===== src/rtl/gray_pkg.sv =====
// rtl/gray_pkg.sv - shared types and gray/binary conversion helpers for gray_meas_ctrl
//
// Purpose: state encoding for the measurement controller and width-generic
//          gray<->binary conversions. Values are carried in 32-bit containers;
//          only the low 'width' bits are meaningful (width must be 1..32).
// Contents:
//   gmc_state_t  controller state enum
//   gray2bin     gray code to binary, low 'width' bits
//   bin2gray     binary to gray code, low 'width' bits

package gray_pkg;

    typedef enum logic [1:0] {
        ST_IDLE   = 2'd0,
        ST_SETTLE = 2'd1,
        ST_RUN    = 2'd2,
        ST_DONE   = 2'd3
    } gmc_state_t;

    function automatic logic [31:0] gray2bin(input logic [31:0] g, input int width);
        logic [31:0] b;
        b     = '0;
        b[31] = (width >= 32) ? g[31] : 1'b0;
        // Bits above width-1 stay zero, so the MSB of the field copies g directly.
        for (int i = 30; i >= 0; i--) begin
            if (i < width) begin
                b[i] = b[i + 1] ^ g[i];
            end
        end
        return b;
    endfunction

    function automatic logic [31:0] bin2gray(input logic [31:0] b, input int width);
        logic [31:0] mask;
        mask = (width >= 32) ? 32'hFFFF_FFFF : ((32'd1 << width) - 32'd1);
        return (b ^ (b >> 1)) & mask;
    endfunction

endpackage


===== src/rtl/gray_step_check.sv =====
// rtl/gray_step_check.sv - checks consecutive counter samples for a legal +1 step
//
// Purpose: holds the previous binary sample and flags any sample that is not
//          the previous value plus one (modulo 2^WIDTH), and flags the
//          all-ones to zero wrap. The reference sample is stored, not checked.
// Ports:
//   clk        in   clock
//   reset      in   synchronous active-high reset
//   sample_en  in   a valid sample is present this cycle
//   is_ref     in   this sample is the reference (no check)
//   bin        in   current binary sample, WIDTH bits
//   err_step   out  combinational: sample is not prev+1
//   wrap       out  combinational: prev was all-ones and sample is zero

module gray_step_check #(
    parameter int WIDTH = 8
) (
    input  logic             clk,
    input  logic             reset,
    input  logic             sample_en,
    input  logic             is_ref,
    input  logic [WIDTH-1:0] bin,
    output logic             err_step,
    output logic             wrap
);

    logic [WIDTH-1:0] prev_q;
    logic [WIDTH-1:0] prev_d;

    always_comb begin
        err_step = 1'b0;
        wrap     = 1'b0;
        prev_d   = prev_q;
        if (sample_en) begin
            prev_d = bin;
            if (!is_ref) begin
                err_step = (bin != (prev_q + WIDTH'(1)));
                wrap     = (prev_q == '1) && (bin == '0);
            end
        end
    end

    always_ff @(posedge clk) begin
        if (reset) begin
            prev_q <= '0;
        end else begin
            prev_q <= prev_d;
        end
    end

endmodule


===== src/rtl/gray_meas_ctrl.sv =====
// rtl/gray_meas_ctrl.sv - start/stop sequencer and result capture for a gray-code duration timer
//
// Purpose: holds the external gray counter cleared while idle, releases it on
//          start, verifies every sample is a +1 step, captures the decoded
//          count on stop and offers it through a valid/ready handshake.
// Ports:
//   clk        in   clock
//   reset      in   synchronous active-high reset
//   start      in   begin measurement (IDLE only)
//   stop       in   end measurement (RUN only)
//   gray_in    in   gray-coded counter output, WIDTH bits
//   cnt_reset  out  registered counter clear
//   busy       out  registered, high outside IDLE
//   res_valid  out  registered, result available
//   res_ready  in   consumer accepts result
//   res_bin    out  captured binary count, WIDTH bits
//   res_err    out  sticky illegal-step flag
//   res_ovf    out  sticky wrap flag

module gray_meas_ctrl
    import gray_pkg::*;
#(
    parameter int WIDTH         = 8,
    parameter int SETTLE_CYCLES = 1
) (
    input  logic             clk,
    input  logic             reset,
    input  logic             start,
    input  logic             stop,
    input  logic [WIDTH-1:0] gray_in,
    output logic             cnt_reset,
    output logic             busy,
    output logic             res_valid,
    input  logic             res_ready,
    output logic [WIDTH-1:0] res_bin,
    output logic             res_err,
    output logic             res_ovf
);

    gmc_state_t       state_q, state_d;
    logic [3:0]       settle_q, settle_d;
    logic             ref_q, ref_d;
    logic [WIDTH-1:0] res_bin_q, res_bin_d;
    logic             res_err_q, res_err_d;
    logic             res_ovf_q, res_ovf_d;
    logic             cnt_reset_q, cnt_reset_d;
    logic             busy_q, busy_d;
    logic             res_valid_q, res_valid_d;

    logic [WIDTH-1:0] cur_bin;
    logic             sample_en;
    logic             err_step;
    logic             wrap;

    assign cur_bin   = WIDTH'(gray2bin(32'(gray_in), WIDTH));
    assign sample_en = (state_q == ST_RUN);

    gray_step_check #(
        .WIDTH(WIDTH)
    ) u_step_check (
        .clk      (clk),
        .reset    (reset),
        .sample_en(sample_en),
        .is_ref   (ref_q),
        .bin      (cur_bin),
        .err_step (err_step),
        .wrap     (wrap)
    );

    always_comb begin
        state_d   = state_q;
        settle_d  = settle_q;
        ref_d     = ref_q;
        res_bin_d = res_bin_q;
        res_err_d = res_err_q;
        res_ovf_d = res_ovf_q;

        unique case (state_q)
            ST_IDLE: begin
                // start outranks a simultaneous stop; stop has no meaning here.
                if (start) begin
                    state_d   = ST_SETTLE;
                    res_err_d = 1'b0;
                    res_ovf_d = 1'b0;
                    settle_d  = 4'(SETTLE_CYCLES - 1);
                end
            end
            ST_SETTLE: begin
                if (settle_q == 4'd0) begin
                    state_d = ST_RUN;
                    ref_d   = 1'b1;
                end else begin
                    settle_d = settle_q - 4'd1;
                end
            end
            ST_RUN: begin
                ref_d = 1'b0;
                // Flags include this cycle's step so a bad final sample is reported.
                if (err_step) res_err_d = 1'b1;
                if (wrap)     res_ovf_d = 1'b1;
                if (stop) begin
                    res_bin_d = cur_bin;
                    state_d   = ST_DONE;
                end
            end
            ST_DONE: begin
                if (res_ready) begin
                    state_d = ST_IDLE;
                end
            end
            default: state_d = ST_IDLE;
        endcase

        // Outputs are registered from the next state so they change on the
        // same edge as the state transition.
        cnt_reset_d = (state_d == ST_IDLE) || (state_d == ST_DONE);
        busy_d      = (state_d != ST_IDLE);
        res_valid_d = (state_d == ST_DONE);
    end

    always_ff @(posedge clk) begin
        if (reset) begin
            state_q     <= ST_IDLE;
            settle_q    <= 4'd0;
            ref_q       <= 1'b0;
            res_bin_q   <= '0;
            res_err_q   <= 1'b0;
            res_ovf_q   <= 1'b0;
            cnt_reset_q <= 1'b1;
            busy_q      <= 1'b0;
            res_valid_q <= 1'b0;
        end else begin
            state_q     <= state_d;
            settle_q    <= settle_d;
            ref_q       <= ref_d;
            res_bin_q   <= res_bin_d;
            res_err_q   <= res_err_d;
            res_ovf_q   <= res_ovf_d;
            cnt_reset_q <= cnt_reset_d;
            busy_q      <= busy_d;
            res_valid_q <= res_valid_d;
        end
    end

    assign cnt_reset = cnt_reset_q;
    assign busy      = busy_q;
    assign res_valid = res_valid_q;
    assign res_bin   = res_bin_q;
    assign res_err   = res_err_q;
    assign res_ovf   = res_ovf_q;

endmodule


===== config.mk =====
export PLATFORM = sky130hd
export DESIGN_NAME = gray_meas_ctrl
export DESIGN_NICKNAME = d
export VERILOG_FILES = /design/src/rtl/gray_pkg.sv /design/src/rtl/gray_step_check.sv /design/src/rtl/gray_meas_ctrl.sv
export SDC_FILE = /design/constraint.sdc
export NUM_CORES = 1
export LEC_CHECK = 0
export ABC_AREA = 0
export ABC_CLOCK_PERIOD_IN_PS = 4000
export CELL_PAD_IN_SITES_DETAIL_PLACEMENT = 2
export CELL_PAD_IN_SITES_GLOBAL_PLACEMENT = 2
export CORE_ASPECT_RATIO = 0.7
export CORE_MARGIN = 3
export CORE_UTILIZATION = 30
export DETAILED_ROUTE_END_ITERATION = 7
export HOLD_SLACK_MARGIN = 0.12
export PLACE_DENSITY_LB_ADDON = 0.1
export SETUP_SLACK_MARGIN = 0.3
export SYNTH_ARGS = -nofsm -noshare
export SYNTH_HDL_FRONTEND = slang
export SYNTH_SLANG_ARGS = --single-unit
export TNS_END_PERCENT = 20

===== constraint.sdc =====
create_clock -name clk -period 4 [get_ports clk]
set_clock_uncertainty 0.15 [all_clocks]
set_input_delay 0.8 -clock clk [delete_from_list [all_inputs] [get_ports clk]]
set_output_delay 0.8 -clock clk [all_outputs]
set_load 0.05 [all_outputs]

==> impl_metrics.env, run 1 <==
export IMPL_status="completed"
export IMPL_hold_class="flop to flop"
export IMPL_whs_path_depth=2
export IMPL_path_delay_family="adder cells"
export IMPL_path_cells="clkdlybuf4s50_1, inv_1, ha_1, xnor2_2, ha_1, xnor2_2, ha_2, xnor2_4, xnor2_2, nor4b_2, a311oi_1, o31a_1"
export IMPL_core_um2=4479
export IMPL_root_buffer="clkbuf_8"
export IMPL_htreeDepth=1
export IMPL_io_buffers=25
export IMPL_wl_met1_um=2220
export IMPL_grt_usage=0.1719
export IMPL_synth_area_top_cells="dfxtp_1 (39%), nand2_1 (7.3%), ha_1 (6.1%)"
export IMPL_drive_gt1_frac=0.1078
export IMPL_drc=0
export IMPL_grt_max_degree=27
export IMPL_path_depth=12
export IMPL_syn_area_per_cell_um2=8.288
export IMPL_setup_viol=0
export IMPL_critPathBufInv=2
export IMPL_period_minus_slack_ns=3.627
export IMPL_synth_seq_area_share=0.3909
export IMPL_rsz0062_at_grt="no"
export IMPL_syn_nets=193
export IMPL_cp_required_ns=4.04
export IMPL_antenna_found_initial=0
export IMPL_path_clk_slew_ns=0.10
export IMPL_cts_made_buffers=3
export IMPL_die_w_um=88.63
export IMPL_highest_layer="met4"
export IMPL_p_leak_nw=0.6894
export IMPL_yosys_top_cells_count="dfxtp_1 (28), nand2_1 (28), nor2_1 (19)"
export IMPL_power_mw=1.228
export IMPL_dr_wl_met3_um=153
export IMPL_hpwl_um=3456
export IMPL_viasPerCell=5.100
export IMPL_area_delta_synth_final_pct=30.19
export IMPL_finalSetupTns_ns=0
export IMPL_dieHeight_um=63.84
export IMPL_hold_violations=0
export IMPL_ys_types=33
export IMPL_design_portCount=26
export IMPL_dr_wl_met2_um=2101
export IMPL_cp_start_kind="primary input"
export IMPL_drtPass1Iterations=4
export IMPL_tritoncts="built"
export IMPL_wirelength_um=4527
export IMPL_ir_drop_v=0.0002943
export IMPL_fin_nets=225
export IMPL_slowest_delay_ns=0.49
export IMPL_period_share=0.9068
export IMPL_cellPowerDensity_nw_per_um2=657.8
export IMPL_gp_congestion=0.7487
export IMPL_critical_path_class="primary input to flop"
export IMPL_ys_warn_count=0
export IMPL_synth_ff_type="dfxtp_1"
export IMPL_critical_path_arrival_ns=3.67
export IMPL_r2r_cells=8
export IMPL_rows=20
export IMPL_critPathCaptureType="flop"
export IMPL_vias=1321
export IMPL_start_util=0.3201
export IMPL_cts_sinks=28
export IMPL_die_area_um2=5658
export IMPL_synth_top_area_share=0.3909
export IMPL_fillers=498
export IMPL_slew_viol_final=0
export IMPL_clock_path_buffers=2
export IMPL_async_flop_share=0
export IMPL_cap_violations=0
export IMPL_diodes=0
export IMPL_wl_per_cell_um=17.48
export IMPL_worst_pin_slew_ns=0.9895
export IMPL_cp_max_fo=4
export IMPL_cpMaxStageDelayCell="clkdlybuf4s50_1"
export IMPL_grt_pass1_wl_um=7383
export IMPL_fmax_mhz=275.7
export IMPL_syn_area_um2=1434
export IMPL_initialDrtViolationCount=70
export IMPL_antenna_left=0
export IMPL_synth_edf_count=0
export IMPL_synth_seq_cells=28
export IMPL_relSlewSlack=0.3383
export IMPL_synth_cells=173
export IMPL_yosysTopAreaCell="dfxtp_1"
export IMPL_grt_pass1_vias=1418
export IMPL_clk_insertion_delay_late_ns=0.29
export IMPL_crit_top_cell="xnor2_2"
export IMPL_gr_total_overflow=0
-- state kept, by name, indices dropped and copies added, names as in the netlist --
signal,count
res_valid,1
busy,1
settle_q,4
u_step_check.prev_q,8
res_ovf,1
ref_q,1
res_err,1
cnt_reset,1
state_q,2
res_bin,8
-- power by group --
| group | internal (mW) | total (mW) | switching, mW |
|---|---|---|---|
| registers | 0.353 | 0.436 | 0.0827 |
| clock network | 0.0887 | 0.185 | 0.0960 |
| logic | 0.249 | 0.607 | 0.358 |
-- area by class of cell --
type | instances | area [um2] | share of cell area
sequential | 28 | 560.5 | 0.3003
inverter | 12 | 45.04 | 0.02413
tap | 55 | 68.82 | 0.03686
clock buffer | 4 | 55.05 | 0.02949
multi-input combinational | 126 | 819.5 | 0.4390
timing repair buffer | 34 | 317.8 | 0.1702
-- layout by cell type (no fill, tap or decap), drive strengths merged, types with 2 or more instances in the layout --
| cell | netlist | final |
|---|---|---|
| and2 | 2 | 2 |
| ha | 7 | 7 |
| o21ai | 3 | 3 |
| nand2 | 28 | 28 |
| nand2b | 3 | 3 |
| xnor2 | 12 | 12 |
| inv | 12 | 12 |
| nor2b | 2 | 2 |
| clkdlybuf4s50 | 0 | 25 |
| a21oi | 17 | 17 |
| nand4 | 3 | 3 |
| nor3 | 2 | 2 |
| dfxtp | 28 | 28 |
| a211oi | 8 | 8 |
| nor2 | 19 | 19 |
| xor2 | 3 | 3 |
| nor4b | 3 | 3 |
| clkbuf | 7 | 4 |
| buf | 0 | 9 |
| nand3 | 2 | 2 |
-- path summary, 6_finish.rpt --
check,from,end,slack (ns)
worst max-delay path,gray_in[7],res_err,0.37
worst min-delay path,res_bin[4],res_bin[4],0.32
worst max register to register,settle_q[0],res_valid,1.67
worst min register to register,res_bin[4],res_bin[4],0.32
-- logic make-up after synthesis --
| kind of cell | synth area share |
|---|---|
| xor+xnor | 0.1100 |
| compound gates | 0.1527 |
| simple gates | 0.2286 |
| mux | 0.006981 |
| flops | 0.3909 |
| buf+inv | 0.04974 |
| fa+ha+maj | 0.06108 |
-- through the flow --
step           hold WS [ns]  utilization  cell area [um2]  instances  setup slack [ns]
4_1_cts              0.3292       0.4128             1849        258            0.3113
2_1_floorplan        0.2867            -             1441        173            0.3126
5_1_grt              0.3579       0.4168             1867        259            0.2770
3_5_place_dp         0.3085       0.4006             1794        254          0.002480
3_3_place_gp         0.2945       0.4006             1794        254            0.1306
6_report             0.3225       0.4168             1867        259            0.3728
-- layer usage --
metal | GRT usage | up-vias
met5 | 0 | -
met2 | 0.2731 | 23
li1 | - | 642
met3 | 0.04253 | 7
met4 | 0.02830 | 0
met1 | 0.2377 | 649
-- worst reg2reg max path: stages, from the launching register on --
cell      delay, ns
dfxtp_1        0.35
inv_1          0.06
ha_1           0.15
nor3b_1        0.54
a211oi_1       0.26
a21oi_1        0.28
inv_1          0.09
ha_1           0.19
nor2b_1        0.12
-- what timing repair did --
action | CTS | global route
buffers inserted | 0 | 1
hold buffers | 0 | 0
resized for setup | 0 | 2
setup endpoints to repair | 0 | 1
Power figures use the tool's default switching activity.
==> run 2: changes to the inputs <==
--- a/config.mk
+++ b/config.mk
@@ -13,4 +13,5 @@
 export CORE_MARGIN = 3
 export CORE_UTILIZATION = 30
+export CTS_CLUSTER_SIZE = 30
 export DETAILED_ROUTE_END_ITERATION = 7
 export HOLD_SLACK_MARGIN = 0.12
==> constraint.sdc (replaced) <==
create_clock -name clk -period 4 [get_ports clk]
set_clock_uncertainty 0.15 [all_clocks]
set_input_delay 0.8 -clock clk [delete_from_list [all_inputs] [get_ports clk]]
set_output_delay 0.8 -clock clk [all_outputs]
set_load 0.01 [all_outputs]
==> results of run 2 <==
Same layout as run 1 (identical final DEF). Status: completed.
Among the figures that moved: total power 1.228 mW -> 1.150 mW; worst IR drop on VDD 0.0002943 V -> 0.0002265 V
